### src/rtl/ks_pkg.sv
// ks_pkg
// Shared definitions for the pipelined Kogge-Stone adder.
//   KS_MAX_WIDTH   : widest operand the adder is built for
//   ks_pg_t        : generate/propagate pair at full width
//   ks_levels      : number of prefix levels needed to span a width
//   ks_regs_before : how many register stages a mask places below a level
package ks_pkg;

  localparam int KS_MAX_WIDTH = 64;

  typedef struct packed {
    logic [KS_MAX_WIDTH-1:0] g;
    logic [KS_MAX_WIDTH-1:0] p;
  } ks_pg_t;

  // Smallest L with 2**L >= width; 64 bits needs at most six levels.
  function automatic int ks_levels(input int width);
    int lv;
    lv = 0;
    for (int i = 0; i < 7; i++) begin
      if ((1 << i) < width) lv = i + 1;
    end
    return lv;
  endfunction

  // Number of set mask bits strictly below 'level'. Used both to number
  // the register stage that follows a level and to count total stages.
  function automatic int ks_regs_before(input logic [31:0] mask, input int level);
    int n;
    n = 0;
    for (int i = 0; i < 32; i++) begin
      if (i < level && mask[i]) n++;
    end
    return n;
  endfunction

endpackage

### src/rtl/ks_prefix_level.sv
// ks_prefix_level
// One combinational Kogge-Stone prefix level at distance DIST.
//   g_in, p_in   : group generate/propagate entering the level
//   g_out, p_out : group generate/propagate leaving the level
// Bits at or above DIST get a black cell; lower bits pass straight through.
module ks_prefix_level
  import ks_pkg::*;
#(
  parameter int WIDTH = 32,
  parameter int DIST  = 1
) (
  input  logic [WIDTH-1:0] g_in,
  input  logic [WIDTH-1:0] p_in,
  output logic [WIDTH-1:0] g_out,
  output logic [WIDTH-1:0] p_out
);

  // Pass-through is the default so low bits act as buffers.
  always_comb begin
    g_out = g_in;
    p_out = p_in;
    for (int i = DIST; i < WIDTH; i++) begin
      g_out[i] = g_in[i] | (p_in[i] & g_in[i-DIST]);
      p_out[i] = p_in[i] & p_in[i-DIST];
    end
  end

endmodule

### src/rtl/ks_adder_pipe.sv
// ks_adder_pipe
// Parametrised pipelined Kogge-Stone adder with valid/ready flow control.
//   clk, rst           : clock, synchronous active-high reset
//   in_valid/in_ready  : operand handshake (in_a, in_b, in_cin)
//   out_valid/out_ready: result handshake (out_sum, out_cout[, out_ovf])
// WIDTH sets the operand width (2..64). PIPE_MASK bit k inserts a register
// stage after prefix level k; the output register is always present, so
// the pipeline holds 1 + popcount(PIPE_MASK[LEVELS-1:0]) results.
// Defining KS_OVERFLOW_EN adds the registered signed-overflow output out_ovf.
module ks_adder_pipe
  import ks_pkg::*;
#(
  parameter int          WIDTH     = 32,
  parameter logic [31:0] PIPE_MASK = 32'b01010
) (
  input  logic             clk,
  input  logic             rst,
  input  logic             in_valid,
  output logic             in_ready,
  input  logic [WIDTH-1:0] in_a,
  input  logic [WIDTH-1:0] in_b,
  input  logic             in_cin,
  output logic             out_valid,
  input  logic             out_ready,
  output logic [WIDTH-1:0] out_sum,
  output logic             out_cout
`ifdef KS_OVERFLOW_EN
  ,
  output logic             out_ovf
`endif
);

  localparam int LEVELS = ks_levels(WIDTH);
  localparam int STAGES = 1 + ks_regs_before(PIPE_MASK, LEVELS);

  // Index j holds the values entering prefix level j; index LEVELS is the
  // fully resolved carry vector. r is the raw a^b needed for the final sum.
  logic [WIDTH-1:0] lvl_g [LEVELS+1];
  logic [WIDTH-1:0] lvl_p [LEVELS+1];
  logic [WIDTH-1:0] lvl_r [LEVELS+1];
  logic             lvl_c [LEVELS+1];

  logic [STAGES:0]   en;
  logic [STAGES-1:0] stage_v;
  logic [STAGES-1:0] stage_v_in;
  logic [WIDTH-1:0]  sum_nx;

  // Carry-in folds into bit 0 so the prefix tree needs no special case.
  assign lvl_r[0] = in_a ^ in_b;
  assign lvl_p[0] = in_a ^ in_b;
  assign lvl_g[0] = (in_a & in_b) | {{(WIDTH-1){1'b0}}, (in_a[0] ^ in_b[0]) & in_cin};
  assign lvl_c[0] = in_cin;

  // A stage may load when it is empty or its contents move on this cycle.
  always_comb begin
    en         = '0;
    en[STAGES] = out_ready;
    for (int s = STAGES - 1; s >= 0; s--) begin
      en[s] = !stage_v[s] | en[s+1];
    end
  end

  assign in_ready = en[0] & !rst;

  always_comb begin
    stage_v_in    = '0;
    stage_v_in[0] = in_valid;
    for (int s = 1; s < STAGES; s++) begin
      stage_v_in[s] = stage_v[s-1];
    end
  end

  // Valid bits are the only pipeline state that needs reset; data regs
  // behind a cleared valid are don't-care.
  always_ff @(posedge clk) begin
    if (rst) begin
      stage_v <= '0;
    end else begin
      for (int s = 0; s < STAGES; s++) begin
        if (en[s]) stage_v[s] <= stage_v_in[s];
      end
    end
  end

  for (genvar k = 0; k < LEVELS; k++) begin : g_lvl
    logic [WIDTH-1:0] g_nx;
    logic [WIDTH-1:0] p_nx;

    ks_prefix_level #(
      .WIDTH(WIDTH),
      .DIST (1 << k)
    ) u_level (
      .g_in (lvl_g[k]),
      .p_in (lvl_p[k]),
      .g_out(g_nx),
      .p_out(p_nx)
    );

    if (PIPE_MASK[k]) begin : g_reg
      localparam int STG = ks_regs_before(PIPE_MASK, k);
      logic [WIDTH-1:0] g_q;
      logic [WIDTH-1:0] p_q;
      logic [WIDTH-1:0] r_q;
      logic             c_q;

      // Intermediate stage register, advancing with its stage enable.
      always_ff @(posedge clk) begin
        if (en[STG]) begin
          g_q <= g_nx;
          p_q <= p_nx;
          r_q <= lvl_r[k];
          c_q <= lvl_c[k];
        end
      end

      assign lvl_g[k+1] = g_q;
      assign lvl_p[k+1] = p_q;
      assign lvl_r[k+1] = r_q;
      assign lvl_c[k+1] = c_q;
    end else begin : g_comb
      assign lvl_g[k+1] = g_nx;
      assign lvl_p[k+1] = p_nx;
      assign lvl_r[k+1] = lvl_r[k];
      assign lvl_c[k+1] = lvl_c[k];
    end
  end

  // G[i] is the carry out of bit i, so bit i of the sum uses G[i-1].
  assign sum_nx = lvl_r[LEVELS] ^ {lvl_g[LEVELS][WIDTH-2:0], lvl_c[LEVELS]};

  // Output register holds its value while stalled (en low).
  always_ff @(posedge clk) begin
    if (rst) begin
      out_sum  <= '0;
      out_cout <= 1'b0;
`ifdef KS_OVERFLOW_EN
      out_ovf  <= 1'b0;
`endif
    end else if (en[STAGES-1]) begin
      out_sum  <= sum_nx;
      out_cout <= lvl_g[LEVELS][WIDTH-1];
`ifdef KS_OVERFLOW_EN
      out_ovf  <= lvl_g[LEVELS][WIDTH-2] ^ lvl_g[LEVELS][WIDTH-1];
`endif
    end
  end

  assign out_valid = stage_v[STAGES-1];

endmodule

### config.mk
export PLATFORM = sky130hd
export DESIGN_NAME = ks_adder_pipe
export DESIGN_NICKNAME = d
export VERILOG_FILES = /design/src/rtl/ks_pkg.sv /design/src/rtl/ks_prefix_level.sv /design/src/rtl/ks_adder_pipe.sv
export SDC_FILE = /design/constraint.sdc
export NUM_CORES = 1
export LEC_CHECK = 0
export ABC_CLOCK_PERIOD_IN_PS = 5700
export BUFFER_PORTS_ARGS = -buffer_cell sky130_fd_sc_hd__buf_2
export CAP_MARGIN = 30
export CORE_UTILIZATION = 45
export DETAILED_ROUTE_END_ITERATION = 10
export SLEW_MARGIN = 10
export SYNTH_ARGS = -nofsm -noshare
export SYNTH_HDL_FRONTEND = slang
export SYNTH_HIERARCHICAL = 1
export SYNTH_SLANG_ARGS = --single-unit
export TNS_END_PERCENT = 5
### constraint.sdc
create_clock -name clk -period 5.7 [get_ports clk]
set_clock_uncertainty 0.15 [all_clocks]
set_input_delay 0.285 -clock clk [delete_from_list [all_inputs] [get_ports clk]]
set_output_delay 0.285 -clock clk [all_outputs]
set_load 0.1 [all_outputs]
Word level (Yosys, flattened, before mapping). Index checks and enable logic that the tools add are counted.

RAM bits: 0. Output and inout bits: 35. ROM bits: 0. Word-level logic and storage cells: 398. Latch bits: 0. Register bits after elaboration: 230. Input port bits: 69. Memories: 0.

Equal/unequal tests: 0. Bitwise logic cells: 381. Add/subtract/negate cells: 0. Divide/modulo/power cells: 0. Shifts and indexed selects: 0. Multiply operators: 0. Mux-type cells: 0. Magnitude comparators: 0. Reduce and logical (&&, ||, !) cells: 4.

Operators by type and width (number): $and A1 B1 Y1 (244); $or A1 B1 Y1 (132); $xor A32 B32 Y32 (2); $and A32 B32 Y32 (1); $or A32 B1 Y32 (1); $logic_not A1 Y1 (4); $xor A1 B1 Y1 (1).

Depth between registers and ports, before layout. Gate-level depths: netlist of the first run.

Depth after elaboration: 7. Mapped depth: 5.

Hierarchy. The synthesis of the first run kept the hierarchy.

By module, submodules not included: ks_adder_pipe (times used 1, area each 7881.3 µm², cells each 384); ks_prefix_level (g_lvl[4].u_level) (times used 1, area each 480.5 µm², cells each 64); ks_prefix_level (g_lvl[3].u_level) (times used 1, area each 466.7 µm², cells each 64); ks_prefix_level (g_lvl[2].u_level) (times used 1, area each 451.7 µm², cells each 64); ks_prefix_level (g_lvl[1].u_level) (times used 1, area each 446.7 µm², cells each 64); ks_prefix_level (g_lvl[0].u_level) (times used 1, area each 444.2 µm², cells each 64).

Worst setup path after synthesis of the first run. No wires, ideal clock.

Path type: register to register. Start point: register stage_v[2]. End point: register g_lvl[1].g_reg.c_q (enable). Data required time: 4.392 ns. Path buffers: 0. Data arrival time: 3.460 ns. Library setup time: 1.158 ns. Stages on the path, launching flop included: 3. Clock period less this slack: 4.769 ns. Path slack: 0.931 ns. Cell sequence: dfxtp_1 and2b_1 nand3_1.

Word-level cells in the longest chain between the ends: 4.

Ends and longest elaborated chain: start: declaration (line ks_adder_pipe.sv:44) `logic [STAGES-1:0] stage_v;`; start signal: indexed assignment (line ks_adder_pipe.sv:80) `if (en[s]) stage_v[s] <= stage_v_in[s];`; $logic_not A1 Y1 (line ks_adder_pipe.sv:59) `en[s] = !stage_v[s] | en[s+1];`; $or A1 B1 Y1 (3 in a row) (line ks_adder_pipe.sv:59); net en[0] (line ks_adder_pipe.sv:43) `logic [STAGES:0] en;`; end signal: assignment (line ks_adder_pipe.sv:112) `c_q <= lvl_c[k];`; end: declaration (line ks_adder_pipe.sv:104) `logic c_q;`.

The timed path passes the listed nets, and every way through them passes these cells. A chain may end at the register's enable or synchronous reset.

Final worst setup path of the first run.
Start point: register stage_v[2]. End point: output port in_ready.

Word-level cells in the longest chain between the ends: 5.

Ends and longest elaborated chain: $logic_not A1 Y1 (line ks_adder_pipe.sv:59); $or A1 B1 Y1 (3 in a row) (line ks_adder_pipe.sv:59); $and A1 B1 Y1 (line ks_adder_pipe.sv:63) `assign in_ready = en[0] & !rst;`; end: declaration (line ks_adder_pipe.sv:19) `output logic in_ready,`.

Every way passes these cells.

==> summary.txt, run 1 <==
Net Sw Power -> 1069 uW
Residual DRC -> 0
CTS Sinks -> 210
Post-CTS Setup Inserts -> 0
CTS Buf Count -> 22
fin crit share -> 37.69%
CTS Buffer Depth -> 3
clk root buf -> clkbuf_16
total congestion overflow -> 0
Hold-fix buffers, CTS -> 8
Layout area overhead -> 15.32%
Placement Cell Area -> 0.009714 mm2
cell-internal power -> 2842 uW
Reg power frac -> 49.0%
fin util -> 53.47%
first-pass GRT wire length -> 27210 um
commonest non-fill, non-tap cell in the layout -> edfxtp_1
commonest non-fill, non-tap cells in the layout -> edfxtp_1, a21o_1, buf_2, and2_1, dfxtp_1
Min Hold Slack -> 0.01199 ns
H-Tree Level Count -> 1
f_max -> 0.4655 GHz
Yosys warnings -> 6
startpoint types -> register
Avg WL per Cell -> 17.72 um
TritonCTS clock tree -> built
peak supply drop -> 0.0001655 V
core area -> 0.01965 mm2
# rows -> 51
Antenna Nets Post-Route -> 0
number of global-route vias before repair -> 5000
clock share of power -> 34.6%
Worst Path Required -> 5.27 ns
Slew @ Worst Pin -> 0.9567 ns
Cell Area, Synth -> 0.009112 mm2
MaxCap Viol Count -> 0
TritonRoute pass-1 iters -> 6
DR vias/cell -> 5.003
crit path max fanout -> 6
outcome -> complete, no violations
CP Class -> register to output port
detailed-placement wirelength estimate -> 13240 um
initial antenna violation count -> 0
syn nets -> 723
initial DRC count -> 315
Final nets -> 820
Initial Util -> 46.36%
die height -> 144.3 um
synthesized instance count -> 622
vias -> 5003
I/O pin total -> 104
pwr dens -> 372.1 mW/mm2
diode count -> 0
worst min-delay path class -> primary input to register
Final Setup Violations -> 0
clock transition at the registers of the reported paths -> 0.06 ns
layout cells sized above 1 -> 25.03%
fin. max-slew vios -> 0
gr usage total -> 17.52%
min Tclk post-route -> 2.148 ns
Total Power -> 3911 uW
syn avg cell area -> 14.65 um2
die area -> 0.02082 mm2
IO buf count -> 103
RSZ-0062 raised after global routing -> false
post-CTS sizing -> 0
Net Sw Frac -> 27.33%
Clock Latency Late Sink -> 0.49 ns
final non-filler cell area -> 0.01051 mm2
largest net degree at the start of global routing -> 83
combinational power share -> 16.4%
Rel. slew slack -> 36.22%
Crit. End Element -> output port
LEAKAGE -> 0.004936 uW
setup_tns -> 0 ns
Post-Route WL -> 17720 um
crit path DAT -> 1.71 ns
Die Wd -> 144.3 um
GP Congestion -> 0.7976
final hold vios -> 0
==> cell type report <==
class / instances / area, um2
clock inverter: 5 / 22.52
fill: 1657 / 9145
clock buffer: 35 / 671.9
timing repair buffer: 115 / 650.6
inverter: 1 / 3.754
tap: 265 / 331.6
multi-input combinational: 369 / 2883
sequential: 210 / 5946
==> worst max-delay path, cell delays in order (launching register included) <==
cell     delay (ns)
dfxtp_1        0.32
and2b_1        0.26
a31oi_1        0.19
buf_2          0.46
==> power by group through the flow <==
stage	clock, uW	combinational, uW	sequential, uW
2_1_floorplan	0	286	2160
3_3_place_gp	0	637	1950
3_5_place_dp	0	636	1950
4_1_cts	1380	646	1920
5_1_grt	1440	680	1930
6_report	1350	642	1920
==> final timing paths <==
kind	from	end	slack [ns]	cells past startpoint
hold / removal	in_b[21]	g_lvl[1].g_reg.r_q[21]	0.01	2
setup reg to reg	stage_v[2]	g_lvl[1].g_reg.p_q[14]	3.56	4
hold reg to reg	g_lvl[1].g_reg.r_q[23]	g_lvl[3].g_reg.r_q[23]	0.27	0
setup / recovery	stage_v[2]	in_ready	3.55	3
==> state kept, by name (all words and copies together) (netlist names) <==
register / count
g_lvl.g_reg.g_q: 64
g_lvl.g_reg.r_q: 64
g_lvl.g_reg.p_q: 44
out_sum: 32
stage_v: 3
g_lvl.g_reg.c_q: 2
out_cout: 1
==> metrics by stage <==
stage,instances,setup WS [ns]
after floorplan,622,1.055
after global placement,950,3.425
after detailed placement,951,3.388
after CTS,999,3.447
after global routing,1000,3.454
final,1000,3.552
==> per-layer routing <==
layer	part of all wire (%)	global-route usage, %	wire (um)
met5	0	0	0
met4	1.2	3.989	221
met3	4.1	2.649	723
met2	48	28.87	8527
met1	47	24.42	8249
Note: power is estimated with default switching activity, not from simulation.
==> run 2: changes to the inputs <==
- ABC_CLOCK_PERIOD_IN_PS: 5700 -> 2300
- clock period: 5.7 -> 2.3 ns (I/O delays scaled with it)
==> run 2 against run 1 <==
Effect of this change: hold slack improved by 0.0017 ns; critical endpoint is now g_lvl[1].g_reg.g_q[3]; die area unchanged; highest routed layer unchanged; clock-buffer cell count shrank 6; sequential power increased by 150%; sequential share of layout area decreased by 3.9 points; register-to-register slack lost 3.3 ns.
==> summary.txt, run 2 (same netlist as run 1, synthesis figures left out) <==
CTS Sinks -> 210 (unchanged)
initial DRC count -> 316 (+0.32%)
Slew @ Worst Pin -> 0.5425 ns (-0.4141 ns)
Die Wd -> 144.3 um (unchanged)
worst path bufs/invs -> 3 (+2)
I/O pin total -> 104 (unchanged)
largest net degree at the start of global routing -> 71 (-14%)
Final nets -> 893 (+8.9%)
Avg WL per Cell -> 17.86 um (+0.79%)
CTS Buffer Depth -> 3 (unchanged)
Antenna Nets Post-Route -> 0 (unchanged)
Rel. slew slack -> 63.83% (+28 points)
pwr dens -> 890.5 mW/mm2 (+140%)
CTS Buf Count -> 23 (+4.5%)
Worst Path Required -> 2.41 ns (-2.86 ns)
LEAKAGE -> 0.005268 uW (+6.7%)
most used cell, CP -> a21o_1
Net Sw Power -> 2733 uW (+160%)
commonest non-fill, non-tap cells in the layout -> edfxtp_1, a21o_1, buf_2, and2_1, dlygate4sd3_1
CP max-delay cell -> dlygate4sd3_1
number of global-route vias before repair -> 5381 (+7.6%)
Clock Latency Late Sink -> 0.51 ns (+0.02 ns)
Reg power frac -> 47.2% (-1.8 points)
# rows -> 51 (unchanged)
min Tclk post-route -> 2.074 ns
IO buf count -> 103 (unchanged)
fin. max-slew vios -> 0 (unchanged)
initial antenna violation count -> 0 (unchanged)
placed cells -> 953 (+0.21%)
slowest stage delay, CP -> 0.57 ns (+0.11 ns)
first-pass GRT wire length -> 29180 um (+7.2%)
final hold vios -> 0 (unchanged)
startpoint types -> primary input
DR vias/cell -> 5.003 (about the same)
TritonCTS clock tree -> built
die area -> 0.02082 mm2 (unchanged)
combinational power share -> 17.3% (+0.9 points)
crit path DAT -> 2.18 ns (+0.47 ns)
vias -> 5363 (+7.2%)
setup_tns -> 0 ns (unchanged)
detailed-placement wirelength estimate -> 13810 um (+4.3%)
Post-Route WL -> 19150 um (+8.0%)
Net Sw Frac -> 27.16% (-0.17 points)
f_max -> 0.4822 GHz
Fillers -> 1591 (-4.0%)
GP Congestion -> 0.8201 (+2.8%)
peak supply drop -> 0.0004373 V (+160%)
MaxCap Viol Count -> 0 (unchanged)
total congestion overflow -> 0 (unchanged)
crit path max fanout -> 3 (-3)
Residual DRC -> 0 (unchanged)
die height -> 144.3 um (unchanged)
clock share of power -> 35.5% (+0.9 points)
diode count -> 0 (unchanged)
Final Setup Violations -> 0 (unchanged)
clock transition at the registers of the reported paths -> 0.06 ns (about the same)
layout cells sized above 1 -> 23.54% (-1.5 points)
fin crit share -> 90.17%
Regs by FF count -> g_lvl.g_reg.g_q (64), g_lvl.g_reg.r_q (64), g_lvl.g_reg.p_q (44)
clk root buf -> clkbuf_16
Crit. End Element -> register
pre-CTS setup slack -> 0.6049 ns (-2.783 ns)
Layout area overhead -> 24.01%
outcome -> complete, no violations
cell-internal power -> 7330 uW (+160%)
Initial Util -> 46.36% (unchanged)
worst min-delay path class -> primary input to register
gr usage total -> 18.99% (+1.5 points)
crit-path cells -> dlygate4sd3_1, buf_2, ha_1, dlygate4sd3_1, a21o_1, a21o_1, a21o_1
H-Tree Level Count -> 1 (unchanged)
core area -> 0.01965 mm2 (unchanged)
CP Class -> primary input to register
TritonRoute pass-1 iters -> 5 (-1)
delay-heaviest family, CP -> buffers and inverters
RSZ-0062 raised after global routing -> false
commonest non-fill, non-tap cell in the layout -> edfxtp_1
worst setup margin -> 0.2261 ns (-3.326 ns)
fin cells -> 1072 (+7.2%)
## run 2: power groups by stage
stage | clock network [uW] | registers [uW] | logic, uW
global route | 3780 | 4800 | 1840
floorplan | 0 | 5360 | 710
global placement | 0 | 4830 | 1590
finish | 3570 | 4750 | 1740
detailed placement | 0 | 4840 | 1590
CTS | 3640 | 4760 | 1750
## run 2: final cells by class
type | count | area [um2] | share of cell area, %
flip-flops and latches | 210 | 5949 | 52.65
multi-input cells | 369 | 2890 | 25.58
inverters | 1 | 3.754 | 0.03322
repair buffers | 187 | 1394 | 12.33
well taps | 265 | 331.6 | 2.934
clock buffers | 29 | 598.1 | 5.292
clock inverters | 11 | 133.9 | 1.185
## run 2: metal layers
metal	routed length (um)	part of all wire (%)	vias up	GRT usage [%]
met5	0	0	-	0
met4	480	2.5	0	6.039
met3	874	4.6	29	2.980
met2	9296	49	137	31.96
met1	8496	44	2596	25.15
li1	-	-	2601	-
## run 2: through the flow
step	hold WS [ns]	power, uW	cell area [um2]	util, %
floorplan	0.06387	6073	9144	-
global placement	0.1637	6419	9778	49.75
detailed placement	0.1605	6430	9778	49.75
CTS	0.001398	10150	11300	57.50
global route	0.03449	10420	11300	57.50
finish	0.01365	10060	11300	57.50
## run 2: tightest hold or removal path, delay by kind of cell
kind / cells / cell delay [ns]
adders and majority gates: 1 / 0.15
buffers and inverters: 1 / 0.08
AOI/OAI and AO/OA: 2 / 0.22
## run 2: repair_timing
item                      4_1_cts  5_1_grt
hold endpoints to repair       60        0
hold buffers                   79        0
resized for setup               0        0
buffers inserted                0        0
## run 2: final timing paths
check,cells past startpoint,slack [ns],to,from
worst max-delay path,7,0.23,g_lvl[1].g_reg.g_q[3],in_a[0]
worst min-delay path,4,0.01,g_lvl[1].g_reg.g_q[25],in_a[25]
worst max register to register,5,0.27,stage_v[0],stage_v[2]
worst min register to register,0,0.27,g_lvl[3].g_reg.r_q[6],g_lvl[1].g_reg.r_q[6]
